--- src/rtl/pipe_event_monitor.sv ---
// rtl/pipe_event_monitor.sv - pipeline event counters, stall-run statistics and flush PC trace
//
// Purpose:
//   Passive observer beside the pipelined datapath. It counts cycles, stall
//   cycles, flush cycles, stall episodes, the longest and the current stall
//   run, all saturating. A circular trace records the PC on every flush and
//   can be popped oldest-first.
//
// Ports:
//   clk          in   rising-edge clock
//   reset        in   asynchronous active-low reset
//   en           in   monitor enable (counters, run state and trace push)
//   freeze       in   holds counters and run state; trace keeps capturing
//   clear        in   synchronous clear of counters, run state and trace
//   pc_in        in   PC from the datapath
//   stall_in     in   pipeline stall indication
//   flush_in     in   pipeline flush indication
//   rd_sel       in   counter select (0..5, 6/7 read as zero)
//   rd_data      out  registered selected counter
//   tr_rd_en     in   pop request for the oldest trace entry
//   tr_rd_data   out  popped PC
//   tr_rd_valid  out  one-cycle pulse with tr_rd_data
//   tr_count     out  trace occupancy
//   tr_overflow  out  sticky: an unread entry was overwritten
module pipe_event_monitor #(
  parameter int CNT_W       = 32,
  parameter int PC_W        = 32,
  parameter int TRACE_DEPTH = 8
) (
  input  logic                           clk,
  input  logic                           reset,
  input  logic                           en,
  input  logic                           freeze,
  input  logic                           clear,
  input  logic [PC_W-1:0]                pc_in,
  input  logic                           stall_in,
  input  logic                           flush_in,
  input  logic [2:0]                     rd_sel,
  output logic [CNT_W-1:0]               rd_data,
  input  logic                           tr_rd_en,
  output logic [PC_W-1:0]                tr_rd_data,
  output logic                           tr_rd_valid,
  output logic [$clog2(TRACE_DEPTH):0]   tr_count,
  output logic                           tr_overflow
);

  localparam int AW = $clog2(TRACE_DEPTH);
  localparam int CW = AW + 1;

  localparam logic [CNT_W-1:0] CNT_ONE  = {{(CNT_W-1){1'b0}}, 1'b1};
  localparam logic [AW-1:0]    PTR_ONE  = {{(AW-1){1'b0}}, 1'b1};
  localparam logic [CW-1:0]    OCC_ONE  = {{(CW-1){1'b0}}, 1'b1};
  localparam logic [CW-1:0]    OCC_FULL = CW'(TRACE_DEPTH);

  // Counter indices
  localparam int C_CYC   = 0;
  localparam int C_STALL = 1;
  localparam int C_FLUSH = 2;
  localparam int C_EPI   = 3;
  localparam int C_MAX   = 4;
  localparam int C_RUN   = 5;

  function automatic logic [CNT_W-1:0] sat_inc(input logic [CNT_W-1:0] v);
    sat_inc = (v == {CNT_W{1'b1}}) ? v : v + CNT_ONE;
  endfunction

  // ------------------------------------------------------------------
  // Counters and stall-run state
  // ------------------------------------------------------------------
  logic [CNT_W-1:0] cnt_q [6];
  logic [CNT_W-1:0] cnt_d [6];
  logic             prev_stall_q, prev_stall_d;
  logic [CNT_W-1:0] run_inc;
  logic             count_en;

  assign count_en = en && !freeze && !clear;
  assign run_inc  = sat_inc(cnt_q[C_RUN]);

  always_comb begin
    for (int i = 0; i < 6; i++) cnt_d[i] = cnt_q[i];
    prev_stall_d = prev_stall_q;

    if (clear) begin
      for (int i = 0; i < 6; i++) cnt_d[i] = '0;
      prev_stall_d = 1'b0;
    end else if (count_en) begin
      prev_stall_d = stall_in;
      cnt_d[C_CYC] = sat_inc(cnt_q[C_CYC]);
      if (flush_in) cnt_d[C_FLUSH] = sat_inc(cnt_q[C_FLUSH]);
      if (stall_in) begin
        cnt_d[C_STALL] = sat_inc(cnt_q[C_STALL]);
        if (!prev_stall_q) cnt_d[C_EPI] = sat_inc(cnt_q[C_EPI]);
        cnt_d[C_RUN] = run_inc;
        // The longest run tracks the run as it grows, so it already
        // includes the cycle being counted now.
        if (run_inc > cnt_q[C_MAX]) cnt_d[C_MAX] = run_inc;
      end else begin
        cnt_d[C_RUN] = '0;
      end
    end
  end

  always_ff @(posedge clk or negedge reset) begin
    if (!reset) begin
      for (int i = 0; i < 6; i++) cnt_q[i] <= '0;
      prev_stall_q <= 1'b0;
    end else begin
      for (int i = 0; i < 6; i++) cnt_q[i] <= cnt_d[i];
      prev_stall_q <= prev_stall_d;
    end
  end

  // ------------------------------------------------------------------
  // Registered counter read-out
  // ------------------------------------------------------------------
  logic [CNT_W-1:0] rd_data_d, rd_data_q;

  always_comb begin
    rd_data_d = '0;
    case (rd_sel)
      3'd0:    rd_data_d = cnt_q[0];
      3'd1:    rd_data_d = cnt_q[1];
      3'd2:    rd_data_d = cnt_q[2];
      3'd3:    rd_data_d = cnt_q[3];
      3'd4:    rd_data_d = cnt_q[4];
      3'd5:    rd_data_d = cnt_q[5];
      default: rd_data_d = '0;
    endcase
  end

  always_ff @(posedge clk or negedge reset) begin
    if (!reset) rd_data_q <= '0;
    else        rd_data_q <= rd_data_d;
  end

  assign rd_data = rd_data_q;

  // ------------------------------------------------------------------
  // Flush trace (circular buffer, overwrite-oldest when full)
  // ------------------------------------------------------------------
  logic [PC_W-1:0] mem_q [TRACE_DEPTH];
  logic [AW-1:0]   wr_ptr_q, wr_ptr_d;
  logic [AW-1:0]   rd_ptr_q, rd_ptr_d;
  logic [CW-1:0]   count_q, count_d;
  logic            ovf_q, ovf_d;
  logic [PC_W-1:0] tr_data_q, tr_data_d;
  logic            tr_valid_q, tr_valid_d;
  logic            push, pop, full;

  assign full = (count_q == OCC_FULL);
  assign push = en && !clear && flush_in;
  assign pop  = tr_rd_en && !clear && (count_q != '0);

  always_comb begin
    wr_ptr_d   = wr_ptr_q;
    rd_ptr_d   = rd_ptr_q;
    count_d    = count_q;
    ovf_d      = ovf_q;
    tr_data_d  = tr_data_q;
    tr_valid_d = 1'b0;

    if (clear) begin
      wr_ptr_d = '0;
      rd_ptr_d = '0;
      count_d  = '0;
      ovf_d    = 1'b0;
    end else begin
      if (pop) begin
        tr_data_d  = mem_q[rd_ptr_q];
        tr_valid_d = 1'b1;
        rd_ptr_d   = rd_ptr_q + PTR_ONE;
      end
      if (push) wr_ptr_d = wr_ptr_q + PTR_ONE;

      if (push && !pop) begin
        if (full) begin
          // Oldest entry is overwritten: drop it from the read side too.
          rd_ptr_d = rd_ptr_q + PTR_ONE;
          ovf_d    = 1'b1;
        end else begin
          count_d = count_q + OCC_ONE;
        end
      end else if (pop && !push) begin
        count_d = count_q - OCC_ONE;
      end
    end
  end

  always_ff @(posedge clk or negedge reset) begin
    if (!reset) begin
      wr_ptr_q   <= '0;
      rd_ptr_q   <= '0;
      count_q    <= '0;
      ovf_q      <= 1'b0;
      tr_data_q  <= '0;
      tr_valid_q <= 1'b0;
    end else begin
      wr_ptr_q   <= wr_ptr_d;
      rd_ptr_q   <= rd_ptr_d;
      count_q    <= count_d;
      ovf_q      <= ovf_d;
      tr_data_q  <= tr_data_d;
      tr_valid_q <= tr_valid_d;
    end
  end

  // Storage needs no reset: occupancy and pointers gate every read.
  always_ff @(posedge clk) begin
    if (push) mem_q[wr_ptr_q] <= pc_in;
  end

  assign tr_rd_data  = tr_data_q;
  assign tr_rd_valid = tr_valid_q;
  assign tr_count    = count_q;
  assign tr_overflow = ovf_q;

endmodule

--- config.mk ---
export PLATFORM = sky130hd
export DESIGN_NAME = pipe_event_monitor
export DESIGN_NICKNAME = d
export VERILOG_FILES = /design/src/rtl/pipe_event_monitor.sv
export SDC_FILE = /design/constraint.sdc
export NUM_CORES = 1
export LEC_CHECK = 0
export CAP_MARGIN = 20
export CELL_PAD_IN_SITES_DETAIL_PLACEMENT = 0
export CELL_PAD_IN_SITES_GLOBAL_PLACEMENT = 1
export CORE_AREA = 2 2 236 238
export CTS_CLUSTER_SIZE = 28
export DETAILED_ROUTE_END_ITERATION = 6
export DIE_AREA = 0 0 238 240
export PLACE_DENSITY = 0.75
export SYNTH_ARGS = -nofsm -noshare
export SYNTH_HDL_FRONTEND = slang
export SYNTH_SLANG_ARGS = --single-unit
--- constraint.sdc ---
create_clock -name clk -period 4.2 [get_ports clk]
set_input_delay 0.84 -clock clk [delete_from_list [all_inputs] [get_ports clk]]
set_output_delay 0.84 -clock clk [all_outputs]
set_load 0.02 [all_outputs]
==> results of run 1 <==
-- worst min-delay path by stage --
stage	endpoint
2_1_floorplan	prev_stall_q
5_1_grt	cnt_q[85]
6_report	cnt_q[85]
3_5_place_dp	prev_stall_q
3_3_place_gp	prev_stall_q
4_1_cts	cnt_q[151]
-- synthesized netlist by cell type, drive strengths merged (13+ instances only) --
library cell and n:
a211oi 29, a21oi 112, a22o 13, a22oi 96, and3 26, and4 21
buf 22, clkbuf 86, dfrtp 269, edfxtp 256, ha 41, inv 59
mux2i 37, mux4 64, nand2 94, nand3 102, nand4 50, nor2 168
nor3 43, nor4 23, o21ai 51, o31ai 27, or3 25, xnor2 84
xor2 41
-- registers in the layout, indices dropped and copies added, names as in the netlist --
name          cells
tr_rd_data       32
rd_ptr_q          3
mem_q           256
cnt_q           192
prev_stall_q      1
wr_ptr_q          3
rd_data          32
tr_count          4
tr_overflow       1
tr_rd_valid       1
-- metrics by stage --
| stage | setup slack [ps] | cell area (µm²) | total power, mW | hold slack (ps) | setup TNS, ps |
|---|---|---|---|---|---|
| after detailed placement | -135.0 | 26760 | 8.252 | 460.9 | -1933 |
| final | 117.8 | 28810 | 13.46 | 264.0 | 0 |
| after global routing | -24.52 | 28810 | 13.98 | 328.9 | -24.52 |
| after CTS | 86.61 | 28750 | 13.53 | 297.4 | 0 |
| after floorplan | 73.66 | 24360 | 7.256 | 439.3 | 0 |
| after global placement | -45.83 | 26760 | 8.202 | 456.9 | -372.3 |
-- cell type report --
class,instances,share of cell area
Multi-Input combinational cell,1272,0.3261
Tap cell,704,0.03057
Sequential cell,525,0.5006
Inverter,59,0.007686
Clock buffer,75,0.05497
Timing Repair Buffer,209,0.06683
Clock inverter,26,0.01320
-- timing repair --
action                     CTS  global route
resized for setup            2             9
pin swaps                    1             2
setup endpoints to repair   31            30
buffers inserted             2             2
-- power groups by stage --
stage	sequential, mW	combinational (mW)	clock (mW)
floorplan	6.14	1.11	0
global placement	6.04	2.16	0
detailed placement	6.05	2.20	0
CTS	5.96	2.24	5.33
global route	5.99	2.46	5.53
finish	5.97	2.26	5.24
-- worst register-to-register path, cell delays in order (launching register included) --
cell      delay, ps
dfrtp_1         350
ha_1            240
nand4_1         180
or4_4           510
or3_4           440
nand3_1         180
xnor2_1         130
ha_1            350
nand4_1         140
nor4_4          370
nor3b_4         270
buf_4           160
o31ai_4         130
buf_12          200
a21oi_1         190
a211oi_2         70
-- per-layer routing --
metal,wire length [µm],vias to the layer above,share of wire,global-route usage
li1,-,7762,-,-
met1,29610,8742,0.43,0.3357
met2,32450,576,0.47,0.3910
met3,4168,126,0.060,0.03352
met4,2800,2,0.041,0.09716
met5,13,-,0.00019,0
-- logic make-up (layout without fill, tap and decap cells) --
logic type	count (synthesis)	in the layout	share of synthesized area
XOR/XNOR	125	125	0.04526
adder cells (fa/ha/maj)	42	42	0.02188
multiplexers	107	107	0.07716
AO/OA/AOI/OAI	393	393	0.1060
AND/OR/NAND/NOR	605	605	0.1284
buffers and inverters	169	369	0.02928
flip-flops	525	525	0.5920
==> out/qor.yml, run 1 <==
outcome: "finished clean"
htreeDepth: 2
drc: 0
multiInputGateArea_um2: 9397
regArea_um2: 14430
synthDistinctLibCells: 73
gp_congestion: 0.9680
drt-wirelength-per-cell_um: 24.06
power.internal_mw: 9.864
power_frac_clock: 0.389
path_depth: 15
synthTopCellsByArea: "edfxtp_1 (32%), dfrtp_1 (28%), mux4_2 (5.9%), xnor2_1 (3.0%), a22oi_1 (3.0%)"
setup_viol: 0
fmax_mhz: 245.0
finalCriticalPeriod_ps: 4082
hold_viol: 0
fill_cells: 4636
static-leakage-power_nw: 10.67
dp_hpwl_mm: 47.16
final_cell_mix: "dfrtp_1 (266), edfxtp_1 (256), nor2_1 (161)"
r2r-end: "cnt_q[56]"
grt_pass1_vias: 17036
antenna_found_initial: 1
slowest_delay_ps: 510
post-route-period-util: 0.9719
skew_ps: 48.80
ys_ff_latch: 525
peakVddDrop_v: 0.0005106
ff2ff_setup_slack_ps: 120
n_antenna_cell: 0
drt-total-wl_mm: 69.05
clkSlewWorstSetupHoldPaths_ps: 60
placedCellCount: 2765
first_pass_iters: 6
dieArea_um2: 57120
endpoint_kind: "flop"
swShare: 0.2672
grt_start_max_net_pins: 101
path_buf_inv: 2
insertion_delay_ps: 630
final_antenna_net_count: 0
drv_cap: 0
first_iter_violations: 1640
crit_slowest_cell: "or4_4"
grt_overflow: 0
clock_path_buffers: 3
utilization: 0.5271
synth-async-reset-ratio: 0.5124
grt_pass1_wl_mm: 105.1
coreArea_um2: 54660
r2r_cells: 15
ys.flop_type: "dfrtp_1"
root_buffer: "clkbuf_16"
syn_nets: 2051
yosysTopAreaCell: "edfxtp_1"
r2r-start: "cnt_q[0]"
rows: 86
nets: 2208
crit_path_start: "cnt_q[0]"
crit_arrival_ps: 4550
hold_class: "input port to async pin"
synth_area_um2: 24360
cts_tree: "built"
crit_required_ps: 4670
cpLargestDelayFamily: "simple AND/OR/NAND/NOR gates"
die_y_um: 240
p_sw_mw: 3.597
synth-edff-count: 256
path_max_fanout: 15
num_vias: 17208
slew_violations: 0
synth_top_cell_area_share: 0.3156
worstMarginPinSlew_ps: 1001
fin_cells: 2870
clock-sinks: 525
start_util: 0.4456
area_growth_pct: 18.30
ys_seq_area_frac: 0.5920
io_pins: 113
viasPerCell: 5.996
postCtsHoldBufs: 0
p_seq_frac: 0.443
layout-drive-gt1-share: 0.1413
cp-endpoint: "cnt_q[56]"
port_buffers: 112
cp-start-kind: "flop"
powerDensity_nw_per_um2: 467.2
track_usage: 0.2430
cts_buffers: 56
crit_type: "flop to flop"
max-slew-margin-rel: 0.3240
die_w_um: 238
yosys_warnings: 0
crit_chain: "ha_1, nand4_1, or4_4, or3_4, nand3_1, xnor2_1, ha_1, nand4_1, nor4_4, nor3b_4, buf_4, o31ai_4, buf_12, a21oi_1, a211oi_2"
power_frac_comb: 0.168
syn_inst: 1966
syn_avg_cell_area_um2: 12.39
layout_commonest_cell: "dfrtp_1"
Note: power is estimated with default switching activity, not from simulation.
==> inputs of run 2 (changes only) <==
==> constraint.sdc (replaced) <==
create_clock -name clk -period 4.2 [get_ports clk]
set_input_delay 1.05 -clock clk [delete_from_list [all_inputs] [get_ports clk]]
set_output_delay 1.05 -clock clk [all_outputs]
set_load 0.02 [all_outputs]
==> out/qor.yml, run 2 (same netlist as run 1, synthesis figures left out) <==
outcome: "finished clean"  # unchanged
fmax_mhz: 248.9  # was 245.0 MHz
dp_hpwl_mm: 46.23  # was 47.16 mm
port_buffers: 112  # unchanged
clkSlewWorstSetupHoldPaths_ps: 60  # about the same
largest_reg_flops: 256  # unchanged
worstMarginPinSlew_ps: 1112  # was 1001 ps
first_iter_violations: 1800  # was 1640
root_buffer: "clkbuf_16"  # unchanged
setup_viol: 0  # unchanged
power_frac_clock: 0.381  # was 0.389
final_cell_mix: "dfrtp_1 (265), edfxtp_1 (256), nor2_1 (161)"  # was dfrtp_1 (266), edfxtp_1 (256), nor2_1 (161)
start_util: 0.4456  # unchanged
max-slew-margin-rel: 0.2589  # was 0.3240
post-place-ws_ps: -61.83  # was -135.0 ps
insertion_delay_ps: 650  # was 630 ps
cts_tree: "built"  # unchanged
p_sw_mw: 3.617  # was 3.597 mW
power.internal_mw: 9.642  # was 9.864 mW
met2_usage: 0.3905  # was 0.3910
p_seq_frac: 0.451  # was 0.443
coreArea_um2: 54660  # unchanged
clock-sinks: 525  # unchanged
rsz0062_at_grt: "true"
dieArea_um2: 57120  # unchanged
post-route-period-util: 0.9565  # was 0.9719
regArea_um2: 14430  # about the same
num_vias: 17322  # was 17208
met1_usage: 0.3426  # was 0.3357
fin_ws_ps: 182.7  # was 117.8 ps
hold_class: "input port to async pin"  # unchanged
path_max_fanout: 12  # was 15
track_usage: 0.2446  # was 0.2430
largestRegisters: "mem_q (256), cnt_q (192)"  # unchanged
use_met3: 0.03375  # was 0.03352
endpoint_kind: "flop"  # unchanged
crit_type: "flop to flop"  # unchanged
grt_overflow: 0  # unchanged
cts_buffers: 56  # unchanged
antenna_found_initial: 0  # was 1
crit_chain: "ha_2, nand4_1, or4_4, nor4_2, mux2_2, ha_1, nand4_1, nor4_2, buf_4, nor3b_4, o31a_1, nor2_1, buf_4, a211oi_1"  # was ha_1, nand4_1, or4_4, or3_4, nand3_1, xnor2_1, ha_1, nand4_1, nor4_4, nor3b_4, buf_4, o31ai_4, buf_12, a21oi_1, a211oi_2
grt_pass1_wl_mm: 105.8  # was 105.1 mm
placedCellCount: 2766  # was 2765
final_antenna_net_count: 0  # unchanged
rows: 86  # unchanged
area_growth_pct: 18.80  # was 18.30%
layout_commonest_cell: "dfrtp_1"  # unchanged
swShare: 0.2728  # was 0.2672
finalCriticalPeriod_ps: 4017  # was 4082 ps
drc: 0  # unchanged
hold_viol: 0  # unchanged
die_y_um: 240  # unchanged
postCtsHoldBufs: 0  # unchanged
skew_ps: 41.54  # was 48.80 ps
crit_required_ps: 4730  # was 4670 ps
gp_congestion: 0.9591  # was 0.9680
clock_path_buffers: 3  # unchanged
nets: 2211  # was 2208
first_pass_iters: 5  # was 6
fin_cells: 2877  # was 2870
top_usage_layer: "met2"  # unchanged
hold_ws_ps: 299.1  # was 264.0 ps
path_buf_inv: 2  # unchanged
crit_arrival_ps: 4540  # was 4550 ps
crit_slowest_cell: "or4_4"  # unchanged
power_frac_comb: 0.168  # about the same
cpLargestDelayFamily: "simple AND/OR/NAND/NOR gates"  # unchanged
drt-total-wl_mm: 68.30  # was 69.05 mm
grt_start_max_net_pins: 79  # was 101
cp-start-kind: "flop"  # unchanged
fill_cells: 4652  # was 4636
tns_ps: 0  # unchanged
static-leakage-power_nw: 10.65  # was 10.67 nW
io_pins: 113  # unchanged
multiInputGateArea_um2: 9457  # was 9397 µm²
powerDensity_nw_per_um2: 458.2  # was 467.2 nW/µm²
grt_pass1_vias: 16929  # was 17036
viasPerCell: 6.021  # was 5.996
n_antenna_cell: 0  # unchanged
htreeDepth: 2  # unchanged
drv_cap: 0  # unchanged
max_flop_register: "mem_q"  # unchanged
slowest_delay_ps: 530  # was 510 ps
drt-wirelength-per-cell_um: 23.74  # was 24.06 µm
layout-drive-gt1-share: 0.1473  # was 0.1413
peakVddDrop_v: 0.0004546  # was 0.0005106 V
die_w_um: 238  # unchanged
slew_violations: 0  # unchanged
run 2: what timing repair did:
| item | CTS | global route |
|---|---|---|
| endpoints found under the setup margin | 23 | 32 |
| pin swaps | 1 | 6 |
| gates cloned | 0 | 0 |
| resized for setup | 2 | 17 |
| setup buffers | 3 | 3 |
run 2: worst paths after layout:
kind	cells after the start	to	from	slack, ps
max in group asynchronous	2	cnt_q[164]	reset	2960
worst max register to register	14	cnt_q[52]	cnt_q[0]	180
worst min register to register	2	prev_stall_q	prev_stall_q	480
worst min-delay path	1	cnt_q[85]	reset	300
min in group clk	2	prev_stall_q	prev_stall_q	480
worst max-delay path	14	cnt_q[52]	cnt_q[0]	180
run 2: layout make-up:
class,count,area share
sequential,525,0.4986
tap,704,0.03044
multi-input combinational,1272,0.3268
inverter,59,0.007653
timing repair buffer,212,0.07083
clock inverter,30,0.01241
clock buffer,75,0.05331
run 2: worst reg2reg max path, cell delays in order (launching register included):
cell and delay, ps:
dfrtp_1 350, ha_2 200, nand4_1 200, or4_4 530, nor4_2 270, mux2_2 400
ha_1 280, nand4_1 170, nor4_2 330, buf_4 170, nor3b_4 230, o31a_1 230
nor2_1 80, buf_4 200, a211oi_1 260
run 2: metrics by stage:
| stage | area, µm² | utilization | power [mW] |
|---|---|---|---|
| 5_1_grt | 28940 | 0.5294 | 13.81 |
| 2_1_floorplan | 24370 | - | 7.256 |
| 3_3_place_gp | 26880 | 0.4917 | 8.210 |
| 4_1_cts | 28810 | 0.5271 | 13.32 |
| 3_5_place_dp | 26880 | 0.4917 | 8.238 |
| 6_report | 28940 | 0.5294 | 13.26 |
run 2: power by group through the flow:
stage	clock network (mW)	logic, mW	registers (mW)
floorplan	0	1.11	6.14
global placement	0	2.14	6.07
detailed placement	0	2.16	6.08
CTS	5.15	2.19	5.98
global route	5.35	2.44	6.02
finish	5.05	2.23	5.98
run 2: metal layers:
metal  routed length [µm]  up-vias
met5                    0        -
met4                 2492        0
met3                 4322      145
met2                32050      614
met1                29430     8791
li1                     -     7772
